## config.mk

```make
export PLATFORM = sky130hd
export DESIGN_NAME = ntt_zeta_addr_gen
export DESIGN_NICKNAME = d
export VERILOG_FILES = /design/src/rtl/ntt_pkg.sv /design/src/rtl/ntt_tag_delay.sv /design/src/rtl/ntt_zeta_addr_gen.sv
export SDC_FILE = /design/constraint.sdc
export NUM_CORES = 1
export LEC_CHECK = 0
export BUFFER_PORTS_ARGS = -buffer_cell sky130_fd_sc_hd__buf_2
export CAP_MARGIN = 0
export CORE_ASPECT_RATIO = 1.1
export CORE_MARGIN = 8
export CORE_UTILIZATION = 37
export CTS_BUF_LIST = sky130_fd_sc_hd__clkbuf_2
export CTS_CLUSTER_DIAMETER = 80
export DETAILED_ROUTE_END_ITERATION = 8
export PLACE_DENSITY_LB_ADDON = 0.25
export SLEW_MARGIN = 15
export SYNTH_ARGS = -nofsm -noshare
export SYNTH_HDL_FRONTEND = slang
export SYNTH_HIERARCHICAL = 1
export SYNTH_SLANG_ARGS = --single-unit
```

## constraint.sdc

```tcl
create_clock -name clk -period 1.25 [get_ports clk]
set_input_delay 0.1875 -clock clk [delete_from_list [all_inputs] [get_ports clk]]
set_output_delay 0.1875 -clock clk [all_outputs]
set_load 0.1 [all_outputs]
```

## src/rtl/ntt_pkg.sv

```systemverilog
// Shared constants, beat tag type and zeta address helper for the NTT zeta address generator.
// Polynomial size comes from NTT_STAGE_CNT (default 8); INTT_EN enables inverse-transform addressing.
`ifndef NTT_STAGE_CNT
`define NTT_STAGE_CNT 8
`endif

package ntt_pkg;

   localparam int STAGE_CNT = `NTT_STAGE_CNT;
   localparam int N         = 1 << STAGE_CNT;
   localparam int ADDR_W    = $clog2(N) - 1;
   localparam int CNT_W     = STAGE_CNT - 2;
   localparam int BEAT_CNT  = 1 << CNT_W;

   typedef struct packed {
      logic             valid;
      logic             last;
      logic [CNT_W-1:0] cnt;
      logic             inverse;
   } beat_tag_t;

   // Butterfly index {cnt, lane} narrowed to the stage's group; inverse mirrors it within 2^stage.
   function automatic logic [ADDR_W-1:0] zeta_addr(input logic [CNT_W-1:0] cnt,
                                                   input logic             lane,
                                                   input int               stage,
                                                   input logic             inv);
      logic [ADDR_W-1:0] b;
      logic [ADDR_W-1:0] g;
      logic [ADDR_W-1:0] top;
      b   = {cnt, lane};
      g   = b >> (ADDR_W - stage);
      top = ADDR_W'((1 << stage) - 1);
      return inv ? (top - g) : g;
   endfunction

endpackage

```

## src/rtl/ntt_tag_delay.sv

```systemverilog
// En-gated shift register of beat tags; every tap is exposed so the top can pick any delay.
// Shared by the forward build and the INTT_EN build.
module ntt_tag_delay
   import ntt_pkg::*;
#(
   parameter int DEPTH = 2
) (
   input  logic      clk,
   input  logic      rst_n,
   input  logic      en_i,
   input  beat_tag_t tag_i,
   output beat_tag_t taps_o [DEPTH]
);

   beat_tag_t taps_q [DEPTH];

   always_ff @(posedge clk) begin
      // NOTE: this tag array is reset, unlike a data RAM: stale valid bits would emit phantom strobes.
      if (!rst_n) begin
         for (int i = 0; i < DEPTH; i++) taps_q[i] <= '0;
      end else if (en_i) begin
         taps_q[0] <= tag_i;
         for (int i = 1; i < DEPTH; i++) taps_q[i] <= taps_q[i-1];
      end
   end

   assign taps_o = taps_q;

endmodule

```

## src/rtl/ntt_zeta_addr_gen.sv

```systemverilog
// Zeta ROM address, per-stage valid and poly_done generator for the pipelined NTT.
// Define INTT_EN to add the `inverse` input and mirrored addressing; STAGE_CNT follows NTT_STAGE_CNT.
module ntt_zeta_addr_gen
   import ntt_pkg::*;
#(
   parameter int STAGE_CNT = `NTT_STAGE_CNT,
   parameter int STAGE_LAT = 2,
   parameter int ROM_LAT   = 1
) (
   input  logic                 clk,
   input  logic                 rst_n,
   input  logic                 en,
   input  logic                 in_valid,
   input  logic                 in_last,
`ifdef INTT_EN
   input  logic                 inverse,
`endif
   output logic [ADDR_W-1:0]    rom_addr [2][STAGE_CNT-1],
   output logic [STAGE_CNT-1:0] stage_valid,
   output logic                 poly_done,
   output logic                 frame_err
);

   // line[d] is the tag d enabled cycles after acceptance; line[0] is the beat being offered now.
   localparam int LINE_LEN = 2 + (STAGE_CNT - 1) * STAGE_LAT;
   localparam logic [CNT_W-1:0] CNT_MAX = CNT_W'(BEAT_CNT - 1);

   logic [CNT_W-1:0] cnt_q, cnt_d;
   logic             frame_err_q, frame_err_d;
   logic             accept;
   logic             inv_sel;
   beat_tag_t        in_tag;
   beat_tag_t        line [LINE_LEN];

   assign accept = en & in_valid;

`ifdef INTT_EN
   logic inv_q;

   assign inv_sel = (cnt_q == '0) ? inverse : inv_q;

   always_ff @(posedge clk) begin
      if (!rst_n)      inv_q <= 1'b0;
      else if (accept) inv_q <= inv_sel;
   end
`else
   assign inv_sel = 1'b0;
`endif

   always_comb begin
      // NOTE: every output gets a default first so no path leaves it unassigned (no latch).
      cnt_d          = cnt_q;
      frame_err_d    = frame_err_q;
      in_tag         = '0;
      in_tag.valid   = in_valid;
      in_tag.last    = in_last;
      in_tag.cnt     = cnt_q;
      in_tag.inverse = inv_sel;
      if (accept) begin
         cnt_d = cnt_q + 1'b1;
         if (in_last != (cnt_q == CNT_MAX)) frame_err_d = 1'b1;
      end
   end

   always_ff @(posedge clk) begin
      // NOTE: non-blocking assignments so all registers update from pre-edge values.
      if (!rst_n) begin
         cnt_q       <= '0;
         frame_err_q <= 1'b0;
      end else begin
         cnt_q       <= cnt_d;
         frame_err_q <= frame_err_d;
      end
   end

   assign line[0] = in_tag;

   // Stage 0 sits one register after acceptance; each later stage adds STAGE_LAT.
   for (genvar s = 0; s < STAGE_CNT; s++) begin : g_stage
      localparam int DEPTH = (s == 0) ? 1 : STAGE_LAT;
      localparam int BASE  = (s == 0) ? 0 : 1 + (s - 1) * STAGE_LAT;

      beat_tag_t taps [DEPTH];

      ntt_tag_delay #(.DEPTH(DEPTH)) u_delay (
         .clk    (clk),
         .rst_n  (rst_n),
         .en_i   (en),
         .tag_i  (line[BASE]),
         .taps_o (taps)
      );

      for (genvar i = 0; i < DEPTH; i++) begin : g_tap
         assign line[BASE + 1 + i] = taps[i];
      end

      assign stage_valid[s] = taps[DEPTH-1].valid;
   end

   // Address register loads ROM_LAT cycles before the beat reaches its stage.
   for (genvar s = 1; s < STAGE_CNT; s++) begin : g_addr
      localparam int SRC = s * STAGE_LAT - ROM_LAT;

      for (genvar k = 0; k < 2; k++) begin : g_lane
         logic [ADDR_W-1:0] addr_q;

         always_ff @(posedge clk) begin
            if (!rst_n) begin
               addr_q <= '0;
            end else if (en && line[SRC].valid) begin
               addr_q <= zeta_addr(line[SRC].cnt, 1'(k), s, line[SRC].inverse);
            end
         end

         assign rom_addr[k][s-1] = addr_q;
      end
   end

   assign poly_done = en & line[LINE_LEN-1].valid & line[LINE_LEN-1].last;
   assign frame_err = frame_err_q;

endmodule
```

## Word level (Yosys, flattened, before mapping)

Index checks and enable logic that the tools add are counted.

| word-level totals | value |
|---|---|
| register bits after elaboration | 149 |
| bits of input ports | 5 |
| output and inout bits | 108 |
| word-level logic and storage cells | 67 |

| cells by class | value |
|---|---|
| add/sub/neg operators | 1 |
| equality and inequality tests | 2 |
| bitwise logic cells | 3 |
| reduce and logical (&&, ||, !) cells | 8 |

Operator list:

| cell | number |
|---|---|
| 1-bit logical AND | 7 |
| 6-bit by 1-bit adder with 6-bit output, second input constant | 1 |
| 6-bit == test, second input constant | 1 |
| 1-bit bitwise AND | 3 |
| 2-bit AND reduction | 1 |
| 1-bit inequality test | 1 |

## Depth between registers and ports, before layout

Gate-level depths: netlist (run 1).

| depth | value |
|---|---|
| depth after elaboration | 3 |
| mapped depth | 5 |
| mapped depth without buffers | 4 |

## Cells and area by module

Netlist (run 1), hierarchy kept.

By module, submodules not included:

| module | times used | cells each | area an instance (µm²) | sequential area each (µm²) |
|---|---|---|---|---|
| ntt_tag_delay at g_stage[1].u_delay ... | 7 | 57 | 688.2 | 360.3 |
| ntt_zeta_addr_gen | 1 | 241 | 2093.3 | 720.7 |
| ntt_tag_delay at g_stage[0].u_delay | 1 | 28 | 337.8 | 180.2 |

## Worst setup path after synthesis (run 1)

OpenSTA, ideal clock, no wires.

| timing path | value |
|---|---|
| path type | register to output |
| start point | register g_stage[7].u_delay.taps_q, in the netlist g_stage[7].u_delay/taps_o[8] |
| end point | output port poly_done |
| arrival time | 1.864 ns |
| required time | 1.062 ns |
| slack | -0.801 ns |
| stages on the path, launching flop included | 2 |
| path buffers | 0 |
| cell sequence | dfxtp_1 > and3_1 |

| between the ends | value |
|---|---|
| word-level cells in the longest chain between the ends | 2 |

Ends and longest elaborated chain:

| item | line | source |
|---|---|---|
| from (decl) | ntt_tag_delay.sv:15 | `beat_tag_t taps_q [DEPTH];` |
| 1-bit bitwise AND (2 in a row) | ntt_zeta_addr_gen.sv:119 | `assign poly_done = en & line[LINE_LEN-1].valid & line[LINE_LEN-1].last;` |
| to (decl) | ntt_zeta_addr_gen.sv:20 | `output logic poly_done,` |

No other way between the ends.

## Final worst setup path (run 1)

Same ends and word-level chain as after synthesis.

==> results of run 1 <==
worst max-delay path, cell delays in order, from the launching register on:
cell,delay [ns]
dfxtp_2,0.36
and3_4,0.19
buf_12,0.17
through the flow:
step / cell area (sq um) / setup slack, ns / util / instances / hold slack, ns
after detailed placement: 7960 / 0.0128 / 0.447 / 895 / 0.495
after global routing: 8450 / -0.490 / 0.475 / 948 / 0.0170
after floorplan: 6970 / -0.197 / - / 668 / 0.314
final: 8450 / -0.351 / 0.475 / 948 / 0.0940
after global placement: 7960 / 0.0656 / 0.447 / 895 / 0.495
after CTS: 8410 / -0.465 / 0.472 / 945 / 0.000000722
power groups by stage:
stage	Combinational, uW	Sequential [uW]	Clock [uW]
2_1_floorplan	1020	5190	0
3_3_place_gp	1050	5150	0
3_5_place_dp	1050	5150	0
4_1_cts	1090	4990	2670
5_1_grt	1140	5000	2900
6_report	1100	4990	2560
registers in the layout, indices dropped and copies added (netlist names):
name                    count
frame_err                   1
g_addr.g_lane.addr_q       29
g_stage.u_delay/taps_o    121
cnt_q                       6
how the worst max path moves through the flow:
stage,end,depth (start not counted)
after floorplan,poly_done,1
after global placement,g_stage[7].u_delay/taps_o[8],5
after detailed placement,cnt_q[5],3
after CTS,poly_done,2
after global routing,poly_done,2
final,poly_done,2
routing by layer:
layer,track usage,wire (um)
met4,0.0441,158
met1,0.128,5550
met5,0,0
met2,0.193,6160
met3,0.0406,825
area by class of cell:
class	count	area, sq um
clock buffer	22	110
clock inverter	10	96.3
fill	1613	9350
inverter	2	7.51
multi-input combinational	404	2930
sequential	157	3290
tap	238	298
timing repair buffer	115	1720
timing repair:
| action | CTS | global route |
|---|---|---|
| gates resized for setup | 38 | 8 |
| buffers inserted | 9 | 2 |
| endpoints found under the setup margin | 68 | 129 |
| endpoints found under the hold margin | 152 | 37 |
| pin swaps | 1 | 1 |
| hold buffers | 9 | 2 |
==> metrics.txt, run 1 <==
initial antenna violation count 0; Mean Syn Cell Area 10.8 sq um; TritonRoute pass-1 iters 4; min-delay src en; core region area 17,800 sq um; worst r2r src cnt_q[0]; setup TNS -17.60 ns; Clk pin slew, worst setup/hold paths 0.19 ns; Die Y 158 um; Leakage 0.00326 uW; I/O Buffers 70; WHS Path Cells 5; Ys Warns 6; post-route ant nets 0; Max Cap Viol 0; Period Utilization, post-route 1.28; worst skew pair latency 0.70 ns; Via-to-Cell Ratio 4.37; Worst Path Max Fanout 2; Die X 145 um; DP Wirelength 8980 um; worst hold-check path type primary input to flop; setup violators final 95; share of cells above drive strength 1 0.255; kind of critical path flop to primary output; Root Driver clkbuf_2; initial core utilization 0.379; routed wire length 12,700 um; R2R Setup Slk 0.06 ns; fin nets 703; CTS tree done; Post-Route Skew 0.0287 ns; status finished, violations left; Ant. Diodes 0; vias in the first global route 4,101; crit path from g_stage[7].u_delay/taps_o[8]; TritonCTS Buffers 17; WHS Endpoint g_stage[1].u_delay/taps_o[15]; GRT Overall Usage 0.114; total grt overflow 0; Switch Pwr 2500 uW; Internal 6140 uW; area grow syn2layout 25.4%; WL per Instance 13.4 um; placement row count 51; Worst Max-Slew Pin Slew 0.704 ns; fmax 624 MHz; global-route wire length before repair 20,500 um; worst r2r dst cnt_q[4]; RD Place Congestion 0.748; drt drc 0; vias post-DR 4,145; crit end category primary output; maximum clock path buffer count 2; VDD IR max 559 uV; final hold violations 0; Cell Area, Synth 6740 sq um; fin crit period 1.60 ns; most frequent cells in the layout mux2i_1 (123), nor2b_1 (121), dfxtp_1 (115), buf_12 (67), conb_1 (43); setup ws final -0.351 ns; leading cell type in the layout, fill and taps excluded mux2i_1; Rel. slew slack 0.529; register share of total power 0.577; First DRT Iteration DRCs 174; CP required 1.06 ns; H-tree levels 4; die footprint 22,800 sq um; clock network power share 0.296; Final Max Tran Viols 0; RSZ-0062 raised after global routing true; Arrival @ worst endpoint 1.41 ns; Total Power 8640 uW; Synth Instances 626; combinational share of power 0.127; failing checks setup timing; CTS Sinks 157; # IOs 113; worst reg2reg path depth 4; Critical Path Start Type flop; PwrDens 1020 nW/um^2; switch share 0.289; largest net degree at the start of global routing 65
(Power assumes the default switching activity.)
==> run 2: changes to the inputs <==
Settings changed: ABC_AREA set to 1.
==> metrics.txt, run 2 <==
Cell Area, Synth 7330 sq um (+8.8%); Critical Path Start Type flop; max FFs per register 121 (unchanged); VDD IR max 612 uV (+9.5%); Mean Syn Cell Area 7.14 sq um (-34%); Worst Path Max Fanout 2 (unchanged); Final Max Tran Viols 0 (unchanged); TritonRoute pass-1 iters 4 (unchanged); Post-Route Skew 0.0187 ns (-0.00994 ns); worst r2r src g_stage[3].u_delay/taps_o[16]; I/O Buffers 70 (unchanged); routed wire length 13,300 um (+4.9%); leading cell type in the layout, fill and taps excluded nand2_1; placement row count 54 (+5.9%); post-route ant nets 0 (unchanged); WL per Instance 9.94 um (-26%); global-route wire length before repair 22,400 um (+8.9%); Register Area 3280 sq um (-0.15%); Max Cap Viol 0 (unchanged); drt drc 0 (unchanged); fin crit period 1.62 ns (+0.0154 ns); fin nets 1,082 (+54%); die footprint 24,600 sq um (+7.9%); WHS Endpoint g_stage[3].u_delay/taps_o[7]; maximum clock path buffer count 2 (unchanged); kind of critical path flop to primary output; Ys Warns 6 (unchanged); fmax 618 MHz (-0.95%); GRT Overall Usage 0.112 (-0.00220); Die X 150 um (+3.8%); Via-to-Cell Ratio 4.05 (-7.4%); fin util 0.452 (-0.0226); min-delay src en; Clk pin slew, worst setup/hold paths 0.21 ns (+0.02 ns); Die Y 164 um (+3.9%); CTS Sinks 157 (unchanged); vias in the first global route 4,833 (+18%); Filler cells 2,023 (+25%); worst r2r dst g_stage[3].u_delay/taps_o[7]; worst skew pair latency 0.70 ns (about the same); area of the multi-input gates 2790 sq um (-4.6%); RSZ-0062 raised after global routing true; CTS tree done; Period Utilization, post-route 1.29 (+0.0123); Arrival @ worst endpoint 1.43 ns (+0.02 ns); area grow syn2layout 21.2%; initial core utilization 0.373 (-0.00555); largest net degree at the start of global routing 65 (unchanged); vias post-DR 5,431 (+31%); # IOs 113 (unchanged); failing checks setup timing; dpl cell area 8370 sq um (+5.2%); total grt overflow 0 (unchanged); Root Driver clkbuf_2; RD Place Congestion 0.773 (+3.4%); hold slack 0.233 ns (+0.139 ns); final hold violations 0 (unchanged); First DRT Iteration DRCs 219 (+26%); worst hold-check path type primary input to flop; most frequent cells in the layout nand2_1 (254), nor2_1 (231), inv_1 (131), dfxtp_1 (115), buf_12 (72); share of cells above drive strength 1 0.188 (-0.0665); finished layout cell area 8890 sq um (+5.2%); Worst Max-Slew Pin Slew 0.757 ns (+0.0534 ns); setup violators final 66 (-31%); TritonCTS Buffers 17 (unchanged); PwrDens 1250 nW/um^2 (+22%); setup ws final -0.367 ns (-0.0154 ns); H-tree levels 4 (unchanged); CP required 1.06 ns (about the same); worst reg2reg path depth 5 (+1); Synth Instances 1,027 (+64%); Leakage 0.00415 uW (+27%); core region area 19,700 sq um (+10%); crit end category primary output; R2R Setup Slk 0.10 ns (+0.04 ns); WHS Path Cells 5 (unchanged); initial antenna violation count 1 (+1); status finished, violations left; DP Wirelength 9410 um (+4.7%); Rel. slew slack 0.495 (-0.0340)
-- run 2: how the worst max path moves through the flow --
stage / slack [ns] / startpoint / to / cells past startpoint
floorplan: -0.20 / g_stage[7].u_delay/taps_o[8] / poly_done / 1
global placement: 0.15 / cnt_q[0] / frame_err / 6
detailed placement: 0.12 / cnt_q[0] / frame_err / 6
CTS: -0.47 / g_stage[7].u_delay/taps_o[7] / poly_done / 2
global route: -0.50 / g_stage[7].u_delay/taps_o[7] / poly_done / 2
finish: -0.37 / g_stage[7].u_delay/taps_o[7] / poly_done / 2
-- run 2: where the power goes --
part / total (uW) / internal, uW / switching [uW] / leakage, uW
Clock: 2730 / 1100 / 1630 / 0.000144
Sequential: 5550 / 5280 / 269 / 0.00132
Combinational: 2850 / 872 / 1980 / 0.00268
Total: 11100 / 7260 / 3870 / 0.00415
-- run 2: what timing repair did --
item                                    CTS  global route
gates resized for setup                  54             4
endpoints found under the hold margin   157             0
cloned                                    0             0
pin swaps                                 0             1
endpoints found under the setup margin   66           144
buffers inserted                          8             2
hold buffers                              5             0
-- run 2: area by class of cell --
cell class	instances	share of cell area
Antenna cell	1	0.000282
Clock inverter	10	0.0138
Multi-Input combinational cell	653	0.314
Inverter	136	0.0583
Sequential cell	157	0.369
Tap cell	252	0.0355
Clock buffer	21	0.0118
Timing Repair Buffer	111	0.197
-- run 2: metrics by stage --
step                      TNS (ns)  power (uW)  cells  setup slack, ns
after CTS                   -22.57       11300   1338           -0.470
after global placement           0        8480   1294            0.146
after floorplan             -0.198        8030   1069           -0.198
final                       -15.27       11100   1341           -0.367
after detailed placement         0        8500   1294            0.122
after global routing        -23.69       11800   1341           -0.497
-- run 2: worst max-delay path: stages, from the launching register on --
cell	delay (ns)
dfxtp_2	0.37
and3_4	0.19
buf_12	0.17
-- run 2: routing by layer --
metal,routed length (um),share of wire,global-route usage
met1,5890,0.44,0.125
met5,0,0,0
met4,219,0.016,0.0491
met3,592,0.044,0.0283
met2,6630,0.50,0.197
